<file path="src/rtl/dp_ctrl_pkg.sv">
// rtl/dp_ctrl_pkg.sv - shared state encoding and widths for the datapath step controller
package dp_ctrl_pkg;

  localparam int STATE_W    = 2;
  localparam int STEP_CNT_W = 16;

  typedef enum logic [STATE_W-1:0] {
    ST_IDLE   = 2'b00,
    ST_STEP   = 2'b01,
    ST_RUN    = 2'b10,
    ST_HALTED = 2'b11
  } dp_state_t;

endpackage

</file>
<file path="src/rtl/btn_debouncer.sv">
// rtl/btn_debouncer.sv - 2-flop synchronizer plus stable-count debouncer for a raw button/switch
module btn_debouncer #(
  parameter int DEBOUNCE_CYCLES = 100000
) (
  input  logic clk,
  input  logic rst,
  input  logic raw,
  output logic level
);

  localparam int CNT_W = $clog2(DEBOUNCE_CYCLES);

  logic [1:0]       sync;
  logic [CNT_W-1:0] cnt;

  always_ff @(posedge clk or posedge rst) begin
    if (rst) begin
      sync  <= 2'b00;
      cnt   <= '0;
      level <= 1'b0;
    end else begin
      sync <= {sync[0], raw};
      // Any return to the accepted level restarts the stability count.
      if (sync[1] == level) begin
        cnt <= '0;
      end else if (cnt == CNT_W'(DEBOUNCE_CYCLES - 1)) begin
        level <= sync[1];
        cnt   <= '0;
      end else begin
        cnt <= cnt + CNT_W'(1);
      end
    end
  end

endmodule

</file>
<file path="src/rtl/dp_step_controller.sv">
// rtl/dp_step_controller.sv - single-step / free-run / halt clock-enable controller for the datapath
// Optional PC breakpoint comparator compiled in with BREAKPOINT_EN.
module dp_step_controller
  import dp_ctrl_pkg::*;
#(
  parameter int DEBOUNCE_CYCLES = 100000,
  parameter int RUN_DIV         = 25000000,
  parameter int PC_W            = 32
) (
  input  logic                  clk,
  input  logic                  rst,
  input  logic                  btn_step,
  input  logic                  run_sw,
  input  logic                  halt_in,
  input  logic [PC_W-1:0]       pc,
  input  logic [PC_W-1:0]       bp_addr,
  input  logic                  bp_valid,
  output logic                  dp_en,
  output logic [STATE_W-1:0]    state_o,
  output logic [STEP_CNT_W-1:0] step_cnt
);

  localparam int DIV_W = $clog2(RUN_DIV);

  dp_state_t        state, state_next;
  logic             step_db, step_db_q, step_req, run_on;
  logic             bp_hit, wrap, dp_en_next;
  logic [DIV_W-1:0] div;

  btn_debouncer #(.DEBOUNCE_CYCLES(DEBOUNCE_CYCLES)) u_step_db (
    .clk(clk), .rst(rst), .raw(btn_step), .level(step_db)
  );

  btn_debouncer #(.DEBOUNCE_CYCLES(DEBOUNCE_CYCLES)) u_run_db (
    .clk(clk), .rst(rst), .raw(run_sw), .level(run_on)
  );

`ifdef BREAKPOINT_EN
  assign bp_hit = bp_valid && (pc == bp_addr);
`else
  logic unused_bp;
  assign unused_bp = ^{pc, bp_addr, bp_valid};
  assign bp_hit    = 1'b0;
`endif

  // Last divider count: a pulse registered now appears as the divider wraps to 0.
  assign wrap = (div == DIV_W'(RUN_DIV - 1));

  always_comb begin
    state_next = state;
    dp_en_next = 1'b0;
    case (state)
      ST_IDLE: begin
        if (run_on)        state_next = ST_RUN;
        else if (step_req) state_next = ST_STEP;
      end
      ST_STEP: begin
        dp_en_next = 1'b1;
        state_next = halt_in ? ST_HALTED : ST_IDLE;
      end
      ST_RUN: begin
        if (halt_in)      state_next = ST_HALTED;
        else if (!run_on) state_next = ST_IDLE;
        else if (wrap) begin
          if (bp_hit) state_next = ST_HALTED;
          else        dp_en_next = 1'b1;
        end
      end
      ST_HALTED: begin
        if (step_req && !halt_in && !run_on) state_next = ST_STEP;
      end
      default: state_next = ST_IDLE;
    endcase
  end

  always_ff @(posedge clk or posedge rst) begin
    if (rst) begin
      state     <= ST_IDLE;
      dp_en     <= 1'b0;
      step_cnt  <= '0;
      div       <= '0;
      step_db_q <= 1'b0;
      step_req  <= 1'b0;
    end else begin
      state     <= state_next;
      dp_en     <= dp_en_next;
      step_db_q <= step_db;
      step_req  <= step_db & ~step_db_q;
      if (dp_en_next) step_cnt <= step_cnt + STEP_CNT_W'(1);
      if (state == ST_RUN && state_next == ST_RUN) div <= wrap ? '0 : div + DIV_W'(1);
      else                                         div <= '0;
    end
  end

  assign state_o = state;

endmodule

</file>
<file path="config.mk">
export PLATFORM = sky130hd
export DESIGN_NAME = dp_step_controller
export DESIGN_NICKNAME = d
export VERILOG_FILES = /design/src/rtl/dp_ctrl_pkg.sv /design/src/rtl/btn_debouncer.sv /design/src/rtl/dp_step_controller.sv
export SDC_FILE = /design/constraint.sdc
export NUM_CORES = 1
export LEC_CHECK = 0
export BUFFER_PORTS_ARGS = -buffer_cell sky130_fd_sc_hd__buf_2
export CELL_PAD_IN_SITES_DETAIL_PLACEMENT = 1
export CELL_PAD_IN_SITES_GLOBAL_PLACEMENT = 2
export CORE_MARGIN = 2
export CORE_UTILIZATION = 30
export CTS_BUF_LIST = sky130_fd_sc_hd__clkbuf_8
export DETAILED_ROUTE_END_ITERATION = 16
export PLACE_DENSITY_LB_ADDON = 0.1
export SYNTH_ARGS = -nofsm -noshare
export SYNTH_HDL_FRONTEND = slang
export SYNTH_HIERARCHICAL = 1
export SYNTH_SLANG_ARGS = --single-unit
</file>
<file path="constraint.sdc">
create_clock -name clk -period 3.9 [get_ports clk]
set_clock_uncertainty 0.15 [all_clocks]
set_input_delay 0.78 -clock clk [delete_from_list [all_inputs] [get_ports clk]]
set_output_delay 0.78 -clock clk [all_outputs]
set_load 0.02 [all_outputs]
</file>
==> flow_summary.yaml <==
status:
  status: "finished, final reports clean"
die:
  core_mm2: 0.0144
  die_h_um: 125
  die_w_um: 125
  io_pins: 89
  dieArea_mm2: 0.0155
  initial_core_util: 0.303
  rows: 44
sta:
  max_freq_mhz: 387
  post-route-min-period_ns: 2.58
  finalHoldViolCount: 0
  rsz0062_at_grt: "no"
  setup-tns-final_ns: 0
  fin_crit_sh: 0.663
  setup_viol: 0
  tightest_slew_ns: 0.978
  drv_slew: 0
  slew_headroom: 0.347
  fin_ws_ns: 1.32
clock_network:
  numCtsBuffers: 9
  cts_sinks: 86
  cts_tree: "built"
  cts_resized: 0
  htree_num_levels: 3
  cts_post_setup_buffers_inserted: 0
  path_clk_slew_ns: 0.09
  clk-insertion-delay-late_ns: 0.37
  cts_buffer_depth: 2
  ctsHoldBuffers: 0
  root_buffer: "clkbuf_8"
synth:
  syn-cell-area_mm2: 0.00436
  yosysWarnings: 6
  avgSynthCellArea_um2: 11.1
  yosysSeqAreaShare: 0.494
  synth_edf_count: 0
  ys_seq_elements: 86
  synth_ff_type: "dfrtp_1"
  syn_inst: 394
  syn-num-nets: 472
  synth.distinct_cells: 43
  async_flop_share: 1.00
critical_path:
  ff2ff_setup_slack_ns: 1.32
  cp_slowest_cell: "or4b_2"
  critPathMaxStageDelay_ns: 0.63
  critPathKind: "reg2reg"
  end_kind: "flop"
  cp-start-kind: "flop"
  path_buf_inv: 2
  worstPathArrival_ns: 2.72
  crit_chain: "inv_1, ha_1, and3_1, o22ai_1, a22oi_1, or4b_2, buf_4, nor2_1"
  worstReg2RegEnd: "div[24]"
  rr_worst_depth: 8
  crit_fanout: 25
  cpLargestDelayFamily: "simple AND/OR/NAND/NOR gates"
  worstReg2RegStart: "state_o[0]"
  cp.required_ns: 4.04
detailed_routing:
  post_drt_wl_per_cell_um: 14.0
  vias_per_cell: 4.73
  drt-total-wl_mm: 8.56
  drtIter0Drc: 129
  firstDrtPassIters: 4
  drc: 0
  dr_total_vias: 2888
  ant_nets: 0
power_and_ir_drop:
  power_frac_clock: 0.292
  pwr-share-seq: 0.518
  power.internal_uw: 1300
  combPwrFrac: 0.190
  p_sw_frac: 0.318
  switchingPower_uw: 606
  vdd_drop_max_v: 0.000208
  p_leak_uw: 0.00195
  powerDensity_mw_per_mm2: 399
grt:
  grt_pass1_vias: 3054
  grt_pass1_wl_mm: 15.5
  antenna_found_initial: 0
  grt_usage: 0.124
  grt_overflow: 0
  grt_max_degree: 47
worst_hold_path:
  min_from: "u_step_db/sync[0]"
  hold_end: "u_step_db/sync[1]"
  hold_class: "reg2reg"
  hold_depth: 0
flow_run:
  drv_cap: 0
placement:
  hpwl_mm: 5.89
  pre_cts_slack_ns: 1.32
  port_buffers: 23
  place_congestion: 0.675
layout:
  n_fill_cell: 1642
  syn2layout_area_growth_pct: 9.62
  drive_gt1_frac: 0.181
  layout_commonest_cell: "dfrtp_1"
  mostFrequentLayoutCells: "86 x dfrtp_1, 47 x nor2_1, 41 x xnor2_1"
  multi_input_area_mm2: 0.00205
  antenna_cells: 0
  nets: 499
  seqCellArea_mm2: 0.00215
## worst max-delay path by stage
stage                     from  cells after the start  endpoint
floorplan           state_o[0]                      9   div[12]
global route        state_o[0]                      8   div[24]
global placement    state_o[0]                      8   div[24]
detailed placement  state_o[0]                      8   div[24]
CTS                 state_o[0]                      8   div[24]
finish              state_o[0]                      8   div[24]
## per-stage QoR
step                      utilization  cells  power [µW]  cell area, µm²  hold slack (ns)
after floorplan                     -    394        1290            4360            0.181
after global placement          0.321    594        1380            4610            0.186
after detailed placement        0.321    594        1380            4610            0.186
after CTS                       0.332    610        1970            4780            0.207
after global routing            0.332    610        2050            4780            0.222
final                           0.332    610        1910            4780            0.202
## final cells by class
cell class / count / area share
clock buffer: 10 / 0.0288
multi-input combinational: 286 / 0.430
timing repair buffer: 24 / 0.0257
tap: 184 / 0.0482
sequential: 86 / 0.450
inverter: 14 / 0.0110
clock inverter: 6 / 0.00629
## routing by layer
metal	up-vias	GRT usage	share of wire
met5	-	0	0
met4	0	0.0357	0.012
met3	8	0.0425	0.033
met2	24	0.196	0.47
met1	1440	0.161	0.48
li1	1416	-	-
## cells by family after synthesis
logic type	after synthesis	synth area share
compound gates	10	0.0215
xor+xnor	70	0.141
fa+ha+maj	8	0.0230
buf+inv	22	0.0353
flops	86	0.494
mux	3	0.00775
simple gates	195	0.278
## power by group through the flow
stage / clock, µW / sequential [µW] / combinational (µW)
after global placement: 0 / 1010 / 370
after floorplan: 0 / 1040 / 251
after CTS: 604 / 989 / 374
after detailed placement: 0 / 1010 / 371
after global routing: 639 / 1000 / 412
final: 557 / 988 / 363
## synth_stat cells (3+ instances only)
cell type / n / area, µm²
nor4_1: 11 / 68.8
xor2_1: 29 / 254
xnor2_1: 41 / 359
nand4_1: 23 / 144
nand2_1: 21 / 78.8
nor3_1: 7 / 35.0
dfrtp_1: 86 / 2150
ha_1: 8 / 100
and3_1: 10 / 62.6
or4b_1: 3 / 30.0
nor2_4: 18 / 203
nor2_1: 47 / 176
and4_1: 10 / 87.6
nor4_2: 3 / 37.5
nand3_1: 24 / 120
inv_1: 14 / 52.6
## sequential cells by signal, summed over array words and instances, names as in the netlist
register	cells
div	25
dp_en	1
state_o	2
step_cnt	16
step_db_q	1
step_req	1
u_run_db/cnt	17
u_run_db/level	1
u_run_db/sync	2
u_step_db/cnt	17
u_step_db/level	1
u_step_db/sync	2
No activity file was read; power rests on OpenSTA's default activity.
